==> src/rtl/eco32f_writeback.sv <==
// Memory-to-writeback stage: ALU results and aligned/extended load data into the register-file write port.
// Latency: ALU ops 1 cycle; loads write 1 cycle after dbus_ack, or give up after BUS_TIMEOUT cycles.
// Backpressure: mem_stall holds upstream from load accept until ack/err/timeout; held through DISCARD.
module eco32f_writeback #(
    parameter int BUS_TIMEOUT = 255
) (
    input  logic        clk,
    input  logic        rst,
    input  logic        mem_valid,
    input  logic        mem_flush,
    input  logic [4:0]  mem_rf_r_addr,
    input  logic        mem_rf_r_we,
    input  logic [31:0] mem_alu_result,
    input  logic        mem_load,
    input  logic [1:0]  mem_lsu_size,
    input  logic        mem_lsu_signed,
    output logic        dbus_req,
    output logic [31:0] dbus_adr,
    input  logic [31:0] dbus_dat_i,
    input  logic        dbus_ack,
    input  logic        dbus_err,
    output logic        mem_stall,
    output logic [4:0]  wb_rf_r_addr,
    output logic        wb_rf_r_we,
    output logic [31:0] wb_rf_r,
    output logic        wb_bus_err,
    output logic        wb_align_err
);

    localparam int CW = $clog2(BUS_TIMEOUT + 1);
    localparam logic [CW-1:0] TO_LAST = CW'(BUS_TIMEOUT - 1);

    typedef enum logic [1:0] {
        S_IDLE    = 2'd0,
        S_WAIT    = 2'd1,
        S_DISCARD = 2'd2
    } state_t;

    state_t state, state_nxt;

    // Load context captured at accept, used when the bus answers.
    logic [CW-1:0] cnt;
    logic [1:0]    ld_off;
    logic [1:0]    ld_size;
    logic          ld_signed;
    logic [4:0]    ld_dest;
    logic          ld_we;

    logic        acc;
    logic        misaligned;
    logic        timeout;
    logic        done;
    logic [7:0]  lane_b;
    logic [15:0] lane_h;
    logic [31:0] ld_data;

    // Accept, alignment, completion and stall decode.
    always_comb begin
        acc        = mem_valid & ~mem_flush & (state == S_IDLE);
        // Size 11 is treated as a word, so size[1] covers both word encodings.
        misaligned = ((mem_lsu_size == 2'b01) & mem_alu_result[0])
                   | (mem_lsu_size[1] & (mem_alu_result[1:0] != 2'b00));
        timeout    = (state != S_IDLE) & (cnt == TO_LAST);
        done       = dbus_ack | dbus_err | timeout;
        mem_stall  = (acc & mem_load & ~misaligned)
                   | ((state == S_WAIT) & ~done)
                   | (state == S_DISCARD);
    end

    // Big-endian lane select and sign/zero extension of returned read data.
    always_comb begin
        case (ld_off)
            2'd0:    lane_b = dbus_dat_i[31:24];
            2'd1:    lane_b = dbus_dat_i[23:16];
            2'd2:    lane_b = dbus_dat_i[15:8];
            default: lane_b = dbus_dat_i[7:0];
        endcase
        lane_h = ld_off[1] ? dbus_dat_i[15:0] : dbus_dat_i[31:16];
        case (ld_size)
            2'b00:   ld_data = {{24{ld_signed & lane_b[7]}}, lane_b};
            2'b01:   ld_data = {{16{ld_signed & lane_h[15]}}, lane_h};
            default: ld_data = dbus_dat_i;
        endcase
    end

    // Next state: completion takes priority over a flush arriving in the same WAIT cycle.
    always_comb begin
        state_nxt = state;
        case (state)
            S_IDLE:    if (acc & mem_load & ~misaligned) state_nxt = S_WAIT;
            S_WAIT: begin
                if (done)           state_nxt = S_IDLE;
                else if (mem_flush) state_nxt = S_DISCARD;
            end
            S_DISCARD: if (done) state_nxt = S_IDLE;
            default:   state_nxt = S_IDLE;
        endcase
    end

    // State register.
    always_ff @(posedge clk) begin
        if (rst) state <= S_IDLE;
        else     state <= state_nxt;
    end

    // Bus request, load context, timeout counter and register-file write port.
    always_ff @(posedge clk) begin
        if (rst) begin
            dbus_req     <= 1'b0;
            dbus_adr     <= 32'd0;
            cnt          <= '0;
            ld_off       <= 2'd0;
            ld_size      <= 2'd0;
            ld_signed    <= 1'b0;
            ld_dest      <= 5'd0;
            ld_we        <= 1'b0;
            wb_rf_r_addr <= 5'd0;
            wb_rf_r_we   <= 1'b0;
            wb_rf_r      <= 32'd0;
            wb_bus_err   <= 1'b0;
            wb_align_err <= 1'b0;
        end else begin
            wb_bus_err   <= 1'b0;
            wb_align_err <= 1'b0;
            wb_rf_r_we   <= 1'b0;
            case (state)
                S_IDLE: begin
                    if (acc) begin
                        if (!mem_load) begin
                            wb_rf_r      <= mem_alu_result;
                            wb_rf_r_addr <= mem_rf_r_addr;
                            wb_rf_r_we   <= mem_rf_r_we & (mem_rf_r_addr != 5'd0);
                        end else if (misaligned) begin
                            wb_align_err <= 1'b1;
                        end else begin
                            dbus_req  <= 1'b1;
                            dbus_adr  <= {mem_alu_result[31:2], 2'b00};
                            ld_off    <= mem_alu_result[1:0];
                            ld_size   <= mem_lsu_size;
                            ld_signed <= mem_lsu_signed;
                            ld_dest   <= mem_rf_r_addr;
                            ld_we     <= mem_rf_r_we;
                            cnt       <= '0;
                        end
                    end
                end
                S_WAIT: begin
                    if (done) begin
                        dbus_req <= 1'b0;
                        // A flush landing on the completion cycle kills the result silently.
                        if (!mem_flush) begin
                            if (dbus_err | ~dbus_ack) begin
                                wb_bus_err <= 1'b1;
                            end else begin
                                wb_rf_r      <= ld_data;
                                wb_rf_r_addr <= ld_dest;
                                wb_rf_r_we   <= ld_we & (ld_dest != 5'd0);
                            end
                        end
                    end else begin
                        cnt <= cnt + CW'(1);
                    end
                end
                S_DISCARD: begin
                    if (done) dbus_req <= 1'b0;
                    else      cnt      <= cnt + CW'(1);
                end
                default: ;
            endcase
        end
    end

endmodule

==> config.mk <==
export PLATFORM = sky130hd
export DESIGN_NAME = eco32f_writeback
export DESIGN_NICKNAME = d
export VERILOG_FILES = /design/src/rtl/eco32f_writeback.sv
export SDC_FILE = /design/constraint.sdc
export NUM_CORES = 1
export LEC_CHECK = 0
export BUFFER_PORTS_ARGS = -buffer_cell sky130_fd_sc_hd__clkbuf_2
export CAP_MARGIN = 20
export CORE_ASPECT_RATIO = 0.7
export CORE_MARGIN = 2
export CORE_UTILIZATION = 55
export DETAILED_ROUTE_END_ITERATION = 8
export PLACE_DENSITY_LB_ADDON = 0.2
export SYNTH_ARGS = -nofsm -noshare
export SYNTH_HDL_FRONTEND = slang
export SYNTH_SLANG_ARGS = --single-unit
==> constraint.sdc <==
create_clock -name clk -period 3 [get_ports clk]
set_clock_uncertainty 0.05 [all_clocks]
set_input_delay 0.3 -clock clk [delete_from_list [all_inputs] [get_ports clk]]
set_output_delay 0.3 -clock clk [all_outputs]
set_load 0.005 [all_outputs]
==> metrics.yaml, run 1 <==
outcome:
  status: "complete, no violations"
placement:
  gp_congestion: 0.903
  detailed_place_hpwl_um: 9640
  port_buffers: 151
  place_ws_ns: 0.533
  dpl_cell_area_mm2: 0.00541
clocking:
  cts_tree: "yes"
  root_buffer: "clkbuf_16"
  clk_latency_ns: 0.34
  hold_buffers: 0
  post-cts-setup-buffers: 0
  cts.sinks: 92
  path_clk_slew_ns: 0.07
  clk_path_buf_depth: 2
  h-tree-depth: 3
  cts_inserted_buffers: 9
  cts_resized: 0
worst_setup_path:
  crit_arrival_ns: 2.70
  critical_path_class: "register to register"
  crit_end: "wb_rf_r[14]"
  cp.required_ns: 3.19
  max_stage_delay_ns: 0.84
  reg2reg_to: "wb_rf_r[14]"
  critPathMaxFanout: 49
  cpMaxStageDelayCell: "a2111o_2"
  worstSetupEndpointType: "register"
  r2r_start: "state[0]"
  worstRegToRegCells: 6
  ff2ff_setup_slack_ns: 0.49
  path_cells: "inv_1 > ha_1 > nor2_1 > a2111o_2 > a2111oi_2 > a31o_1"
  startpoint: "state[0]"
  crit_path_start_kind: "register"
run:
  drv_cap: 0
logic_synthesis:
  synthMuxAreaShare_pct: 3.49
  synth_xor_area_share_pct: 0.940
  synth_edf_count: 0
  yosysMostFrequentCell: "dfxtp_1"
  yosysUniqueCellTypes: 52
  synth_top_family_by_area: "compound AO/OA/AOI/OAI gates"
  synth.avg_cell_area_um2: 8.50
  synth_fa_ha_area_share_pct: 1.88
  synthTopCellsByArea: "dfxtp_1 40%, nand2_1 7.3%, a21oi_1 7.3%"
  synthSimpleGateAreaFrac_pct: 19.3
  synthCells: 548
  ys_seq_area_share_pct: 39.5
  synth_seq_cells: 92
  synth_warnings: 0
  synth_top_area_share_pct: 39.5
  async_flop_share_pct: 0
  syn_area_mm2: 0.00466
  synth_common_cells: "92 x dfxtp_1, 91 x nand2_1, 68 x a21oi_1"
  synth_compound_area_share_pct: 29.6
  synth_largest_area_cell: "dfxtp_1"
  synth_flop_cell: "dfxtp_1"
min_path:
  worstHoldPathCells: 3
  worst_hold_path_type: "input port to register"
grt:
  grt_usage_pct: 29.4
  antenna_found_initial: 0
  grt_pass1_wl_um: 21500
  grt_max_degree: 50
  grt_pass1_vias: 4342
  grt.overflow.total: 0
routing:
  route.detailed.drc: 0
  wl_um: 13600
  num_vias: 4693
  post_drt_via_cell_ratio: 6.01
  drt_iter0_markers: 426
  drtAntennaViolNets: 0
  firstDrtPassIters: 5
  post_drt_wl_per_cell_um: 17.4
finish:
  antenna-diode-count: 0
  final_net_count: 758
  drive_gt1_share_pct: 31.7
  fin_area_mm2: 0.00572
  area_growth_pct: 22.8
  final_core_util_pct: 68.6
  fill_cells: 687
timing:
  period_needed_ns: 2.51
  fin_crit_sh_pct: 83.8
  tightest_slew_ns: 1.06
  fmax_mhz: 398
  setup_viol: 0
  finalWorstSetupSlack_ns: 0.485
  rsz0062_at_grt: "false"
  maxSlewHeadroom_pct: 29.2
  finalSetupTns_ns: 0
  hold_violations: 0
  slew_violations: 0
die:
  rows: 28
  fp.coreArea_mm2: 0.00834
  start_util_pct: 55.9
  die_h_um: 81.0
  ios: 154
  die_area_mm2: 0.00923
  die_w_um: 114
power_and_ir_drop:
  vdd_ir_drop_max_mv: 0.313
  power.density_mw_per_mm2: 566
  leakage_nw: 2.35
==> kinds of logic after synthesis <==
kind of cell    count (synthesis)
simple gates                  199
compound gates                174
flops                          92
buf+inv                        54
mux                            16
fa+ha+maj                       7
xor+xnor                        5
other cells                     1
==> state kept, by name, indices dropped and copies added, names as in the netlist <==
| signal | count |
|---|---|
| wb_rf_r | 32 |
| ld_size | 2 |
| wb_rf_r_we | 1 |
| dbus_adr | 30 |
| cnt | 8 |
| ld_signed | 1 |
| wb_align_err | 1 |
| ld_off | 2 |
| wb_bus_err | 1 |
| wb_rf_r_addr | 5 |
| ld_we | 1 |
| dbus_req | 1 |
| state | 2 |
| ld_dest | 5 |
==> worst min path at each step <==
stage	start	to	slack (ns)
final	mem_alu_result[12]	dbus_adr[12]	0.14
after global routing	mem_alu_result[15]	dbus_adr[15]	0.14
after CTS	mem_alu_result[16]	dbus_adr[16]	0.13
after detailed placement	dbus_adr[21]	dbus_adr[21]	0.40
after global placement	dbus_adr[2]	dbus_adr[2]	0.39
after floorplan	mem_lsu_signed	ld_signed	0.39
==> worst max-delay path: cells and delay by family, from the launching register on <==
family | cells | cell delay (ns)
adders and majority gates | 1 | 0.32
DFF | 1 | 0.40
AOI/OAI and AO/OA | 3 | 1.17
and+or+nand+nor | 1 | 0.32
buffers and inverters | 1 | 0.11
==> metrics by stage <==
stage               hold slack (ns)  total power, mW  instances
global placement              0.392             2.05        765
detailed placement            0.395             2.07        765
global route                  0.140             3.36        781
floorplan                     0.386             1.82        549
CTS                           0.133             3.24        781
finish                        0.139             3.24        781
==> routing by layer <==
layer	part of all wire [%]	vias up	global-route usage, %	wire [um]
li1	-	2227	-	-
met1	45	2225	39.9	6140
met2	44	219	45.1	5980
met3	9.0	22	8.51	1220
met4	1.7	0	10.1	227
met5	0	-	0	0
==> layout by cell type (no fill, tap or decap), types with 3 or more instances in the layout <==
cell	n
o21ai_0	12
a31o_1	8
clkbuf_2	150
nand3_1	20
nor2b_4	3
nand2b_1	10
clkbuf_16	9
a31oi_1	7
a211oi_1	9
o41ai_2	16
nor2b_1	3
or3_1	3
o211ai_1	8
a2111oi_2	9
buf_4	9
dfxtp_1	92
ha_1	6
xnor2_1	5
nor2_1	44
a211o_1	7
a22o_1	8
nand2_1	91
a21oi_1	68
mux2i_1	14
a22oi_1	8
nor3_1	11
inv_1	6
==> cell type report <==
| cell class | instances | area [um^2] | area share [%] |
|---|---|---|---|
| Clock buffer | 11 | 253 | 4.42 |
| Timing Repair Buffer | 159 | 818 | 14.3 |
| Tap cell | 105 | 131 | 2.30 |
| Sequential cell | 92 | 1840 | 32.2 |
| Multi-Input combinational cell | 403 | 2590 | 45.3 |
| Inverter | 6 | 22.5 | 0.394 |
| Clock inverter | 5 | 60.1 | 1.05 |
==> where the power goes <==
group          leakage (nW)  internal, mW  switching [mW]
combinational          1.45         0.269           0.429
sequential            0.746          1.30          0.0529
clock                 0.152         0.693           0.489
No activity file was read; power rests on OpenSTA's default activity.
==> inputs of run 2 (changes only) <==
Settings changed: CORE_UTILIZATION 55 to 46.
Clock period 3 ns to 2.22 ns, I/O delays scaled along.
==> run 2 against run 1 <==
The run now ends with negative setup slack left. Core utilization fell by 8.4 points. Cell count rose by 4.0%. First-iteration DRC count fell by 19%. Cell area rose by 2.8%. Combinational power rose by 43%. Worst hold slack got worse by 0.077 ns. Via count fell by 1.7%. Flip-flop and latch count did not move. Count of clock-buffer cells in the layout rose by 2. Non-clock buffer count rose by 8. Highest routed layer unchanged.
==> metrics.yaml, run 2 (synthesized netlist as in run 1, its figures left out) <==
outcome:
  status: "complete, but fails checks"
  violations: "negative setup slack"
min_path:
  worstHoldPathCells: 3
  worst_hold_path_type: "input port to register"
  hold_end: "ld_signed"
  hp-start: "mem_lsu_signed"
worst_setup_path:
  path_cells: "inv_1 > ha_4 > nand4b_1 > o21a_1 > a211o_1 > clkbuf_2"
  worstSetupEndpointType: "primary output"
  reg2reg_to: "wb_rf_r[11]"
  worstRegToRegCells: 7
  crit_arrival_ns: 1.95
  r2r_start: "state[1]"
  critPathMaxFanout: 7
  crit_path_start_kind: "register"
  cpMaxStageDelayCell: "dfxtp_2"
  critical_path_class: "register to primary output"
  path_buf_inv: 2
  cp_top_family: "compound AO/OA/AOI/OAI gates"
  ff2ff_setup_slack_ns: 0.16
  max_stage_delay_ns: 0.35
  cp.required_ns: 1.95
finish:
  top_regs: "wb_rf_r x32, dbus_adr x30, cnt x8"
  final_common_cell: "clkbuf_2"
  largest_reg_flops: 32
  fin_area_mm2: 0.00588
  drive_gt1_share_pct: 33.0
  stdcell_count: 812
  largest_register: "wb_rf_r"
  final_cell_mix: "150 x clkbuf_2, 91 x nand2_1, 90 x dfxtp_1"
  area_growth_pct: 26.2
  final_net_count: 766
  antenna-diode-count: 0
die:
  rows: 30
  die_h_um: 88.2
  die_area_mm2: 0.0110
  die_w_um: 124
  start_util_pct: 47.7
  ios: 154
  fp.coreArea_mm2: 0.00976
placement:
  dp.cells: 793
  detailed_place_hpwl_um: 10100
  place_ws_ns: 0.0456
  port_buffers: 151
  dpl_cell_area_mm2: 0.00552
  gp_congestion: 0.866
timing:
  fin_crit_sh_pct: 100
  setup_viol: 1
  period_needed_ns: 2.22
  finalWorstSetupSlack_ns: -0.00284
  tightest_slew_ns: 0.804
  slew_violations: 0
  maxSlewHeadroom_pct: 46.0
  hold_violations: 0
  fmax_mhz: 450
  finalSetupTns_ns: -0.00284
routing:
  num_vias: 4612
  firstDrtPassIters: 5
  drt_iter0_markers: 345
  wl_um: 14000
  route.detailed.drc: 0
  drtAntennaViolNets: 0
  post_drt_via_cell_ratio: 5.68
  post_drt_wl_per_cell_um: 17.2
grt:
  grt_pass1_wl_um: 21900
  grt_max_degree: 80
  grt_usage_pct: 25.0
  grt_pass1_vias: 4161
  antenna_found_initial: 0
  grt.overflow.total: 0
clocking:
  cts_tree: "yes"
  clk_path_buf_depth: 2
  root_buffer: "clkbuf_16"
  cts.sinks: 92
  path_clk_slew_ns: 0.06
  clk_latency_ns: 0.34
  h-tree-depth: 3
  hold_buffers: 0
  cts_inserted_buffers: 9
power_and_ir_drop:
  vdd_ir_drop_max_mv: 0.416
  leakage_nw: 2.41
  power.density_mw_per_mm2: 756
run:
  drv_cap: 0
==> run 2: cell count changes in the layout (fill, tap and decap cells not counted), moves of 2 or more <==
cell	before	now
dfxtp_1	92	90
dfxtp_2	0	2
buf_4	9	13
buf_12	0	4
==> run 2: layout make-up <==
class                      instances  area (um^2)
clock buffer                      13          270
inverter                           6         22.5
fill                             914         3880
tap                              128          160
sequential                        92         1840
clock inverter                     3         43.8
timing repair buffer             167          928
multi-input combinational        403         2610
==> run 2: what timing repair did <==
item / in CTS / in global routing
buffers inserted: 0 / 3
endpoints found under the setup margin: 2 / 6
endpoints found under the hold margin: 0 / 0
pin swaps: 0 / 1
resized for setup: 2 / 4
==> run 2: stage by stage <==
step	power (mW)	hold WS [ns]	utilization, %
6_report	4.44	0.0620	60.2
5_1_grt	4.64	0.0679	60.2
4_1_cts	4.45	0.0524	59.8
3_5_place_dp	2.84	0.399	56.6
3_3_place_gp	2.82	0.391	56.6
2_1_floorplan	2.46	0.308	-
==> run 2: how the worst max path moves through the flow <==
stage          depth (start not counted)      from          end  slack [ns]
6_report                               6  state[1]    mem_stall      -0.003
5_1_grt                                6  state[1]    mem_stall       -0.05
3_3_place_gp                           7  state[0]       cnt[6]        0.16
2_1_floorplan                          9  state[1]  wb_rf_r[22]        0.20
4_1_cts                                6  state[1]    mem_stall       0.006
3_5_place_dp                           7  state[0]       cnt[6]        0.05
==> run 2: worst register-to-register path, delay by kind of cell, from the launching register on <==
family          cells  cell delay [ns]
buf+inv             2             0.30
simple gates        1             0.14
flops               1             0.35
fa+ha+maj           1             0.21
compound gates      3             0.96
==> run 2: routing by layer <==
layer / GRT usage (%) / wire length, um / vias up / share of wire [%]
met5: 0 / 0 / - / 0
met4: 7.66 / 153 / 0 / 1.1
met3: 5.93 / 1140 / 14 / 8.2
met2: 37.5 / 6030 / 199 / 43
met1: 35.9 / 6660 / 2153 / 48
li1: - / - / 2246 / -
==> run 2: power by group <==
part	leakage [nW]	internal, mW	switching, mW
registers	0.747	1.76	0.0704
logic	1.51	0.403	0.596
clock network	0.156	0.966	0.644
==> inputs of run 3 (changes only) <==
Settings changed: ABC_AREA set to 1.
==> run 3 against run 2 <==
The run now ends clean. Setup slack better by 0.17 ns. Fmax is 8.1% higher. Combinational power is 150% higher. Largest power group is now combinational cells. Count of clock-buffer cells in the layout is 2 lower.
==> metrics.yaml, run 3 <==
logic_synthesis:
  synth_warnings: 0
  synth.avg_cell_area_um2: 6.64
  synth_largest_area_cell: "dfxtp_1"
  syn_area_mm2: 0.00463
  ys_seq_area_share_pct: 39.8
  synth_seq_cells: 92
  yosysMostFrequentCell: "nand2_1"
  async_flop_share_pct: 0
  synth_edf_count: 0
  synth_common_cells: "135 x nand2_1, 116 x nor2_1, 92 x dfxtp_1"
  synth_flop_cell: "dfxtp_1"
  synthCells: 698
  yosysUniqueCellTypes: 26
  synthTopCellsByArea: "dfxtp_1 40%, nand2_1 11%, nor2_1 9.4%"
  synth_top_area_share_pct: 39.8
timing:
  fin_crit_sh_pct: 92.6
  tightest_slew_ns: 0.607
  setup_viol: 0
  fmax_mhz: 486
  maxSlewHeadroom_pct: 59.4
  hold_violations: 0
  finalSetupTns_ns: 0
  period_needed_ns: 2.06
  hold_ws_ns: 0.0786
  slew_violations: 0
  rsz0062_at_grt: "false"
clocking:
  hold_buffers: 0
  clk_path_buf_depth: 2
  cts_inserted_buffers: 9
  cts_tree: "yes"
  h-tree-depth: 3
  path_clk_slew_ns: 0.06
  root_buffer: "clkbuf_16"
  cts.sinks: 92
  clk_latency_ns: 0.35
finish:
  largest_register: "wb_rf_r"
  drive_gt1_share_pct: 25.1
  multi_input_area_mm2: 0.00239
  top_regs: "wb_rf_r x32, dbus_adr x30, cnt x8"
  final_core_util_pct: 59.4
  seq_area_mm2: 0.00184
  final_common_cell: "clkbuf_2"
  antenna-diode-count: 0
  largest_reg_flops: 32
  final_net_count: 919
  fin_area_mm2: 0.00580
  fill_cells: 977
  final_cell_mix: "151 x clkbuf_2, 134 x nand2_1, 116 x nor2_1"
  area_growth_pct: 25.2
grt:
  gr-usage-met2_pct: 41.7
  grt_pass1_vias: 4670
  grt.overflow.total: 0
  grt.busiest_layer: "met2"
  grt_usage_pct: 26.9
  grt_use_met1_pct: 37.9
  grt_use_met3_pct: 5.86
  grt_max_degree: 58
  antenna_found_initial: 0
  grt_pass1_wl_um: 22900
min_path:
  worst_hold_path_type: "input port to register"
placement:
  gp_congestion: 0.860
  detailed_place_hpwl_um: 10400
  dpl_cell_area_mm2: 0.00547
  port_buffers: 151
power_and_ir_drop:
  power_frac_comb_pct: 39.2
  leakage_nw: 2.75
  power.density_mw_per_mm2: 1080
  swShare_pct: 37.7
  p_int_mw: 3.89
  finalPower_mw: 6.25
  clockPowerShare_pct: 26.6
  power.sequential.fraction_pct: 34.2
  vdd_ir_drop_max_mv: 0.708
  p_sw_mw: 2.36
worst_setup_path:
  reg2reg_to: "cnt[3]"
  crit_arrival_ns: 1.78
  r2r_start: "state[1]"
  worstRegToRegCells: 9
  crit_end: "mem_stall"
  cp.depth: 6
  path_cells: "inv_1 > ha_1 > buf_4 > nand2_1 > nand3_1 > clkbuf_2"
  startpoint: "state[1]"
  ff2ff_setup_slack_ns: 0.25
  critPathMaxFanout: 36
  worstSetupEndpointType: "primary output"
  cp.required_ns: 1.95
  cpMaxStageDelayCell: "buf_4"
  cp_top_family: "buffers and inverters"
  max_stage_delay_ns: 0.37
  path_buf_inv: 3
  crit_path_start_kind: "register"
  critical_path_class: "register to primary output"
run:
  drv_cap: 0
routing:
  route.detailed.drc: 0
  drtAntennaViolNets: 0
  num_vias: 5030
  firstDrtPassIters: 5
  drt_iter0_markers: 577
  post_drt_via_cell_ratio: 5.21
  wl_um: 14300
  post_drt_wl_per_cell_um: 14.8
die:
  die_h_um: 88.0
  die_area_mm2: 0.0109
  fp.coreArea_mm2: 0.00976
  start_util_pct: 47.5
  ios: 154
  die_w_um: 124
  rows: 30
outcome:
  status: "complete, no violations"
-- run 3: repair_timing --
action,CTS,global route
pin swaps,0,0
gates resized for setup,1,2
buffers inserted,1,0
setup endpoints to repair,1,9
-- run 3: final cells by class --
type / instances / share of cell area (%)
tap: 128 / 2.76
sequential: 92 / 31.8
inverter: 50 / 3.30
timing repair buffer: 167 / 15.5
clock buffer: 11 / 4.01
multi-input combinational: 512 / 41.2
clock inverter: 5 / 1.47
-- run 3: worst reg2reg max path: stages, from the launching register on --
cell     delay (ns)
dfxtp_1        0.34
inv_1          0.12
ha_2           0.29
nand2_1        0.09
nor2_1         0.13
nand2_2        0.16
a21oi_4        0.32
o21ai_2        0.20
nand2_1        0.10
a21oi_1        0.06
-- run 3: layer usage --
| metal | part of all wire (%) | up-vias |
|---|---|---|
| li1 | - | 2545 |
| met4 | 1.5 | 0 |
| met1 | 48 | 2260 |
| met5 | 0 | - |
| met2 | 43 | 204 |
| met3 | 8.1 | 21 |
-- run 3: worst min-delay path by stage --
stage / endpoint / from / slack (ns) / cells past startpoint
final: ld_dest[0] / mem_rf_r_addr[0] / 0.08 / 3
after CTS: ld_dest[0] / mem_rf_r_addr[0] / 0.07 / 3
after floorplan: wb_align_err / rst / 0.25 / 1
after global placement: wb_rf_r[14] / wb_rf_r[14] / 0.41 / 2
after detailed placement: wb_rf_r[14] / wb_rf_r[14] / 0.42 / 2
after global routing: wb_rf_r_addr[0] / mem_rf_r_addr[0] / 0.08 / 3
-- run 3: power by group through the flow --
stage,Combinational [mW],Clock (mW),Sequential [mW]
global route,2.78,1.76,2.17
detailed placement,2.41,0,2.17
global placement,2.36,0,2.16
CTS,2.43,1.69,2.14
finish,2.45,1.66,2.14
floorplan,1.65,0,2.15
-- run 3: cells by family after synthesis --
family                     count (synthesis)  synth area share, %
other                                      1               0.0810
adders and majority gates                  7                 1.89
buffers and inverters                     95                 8.89
AOI/OAI and AO/OA                        173                 19.4
xor gates and xnor gates                   3                0.567
and+or+nand+nor                          327                 29.4
DFF                                       92                 39.8
-- run 3: metrics by stage --
stage | cells | worst slack [ns]
floorplan | 699 | 0.516
global placement | 948 | 0.258
detailed placement | 948 | 0.190
CTS | 965 | 0.0976
global route | 965 | 0.0260
finish | 965 | 0.164
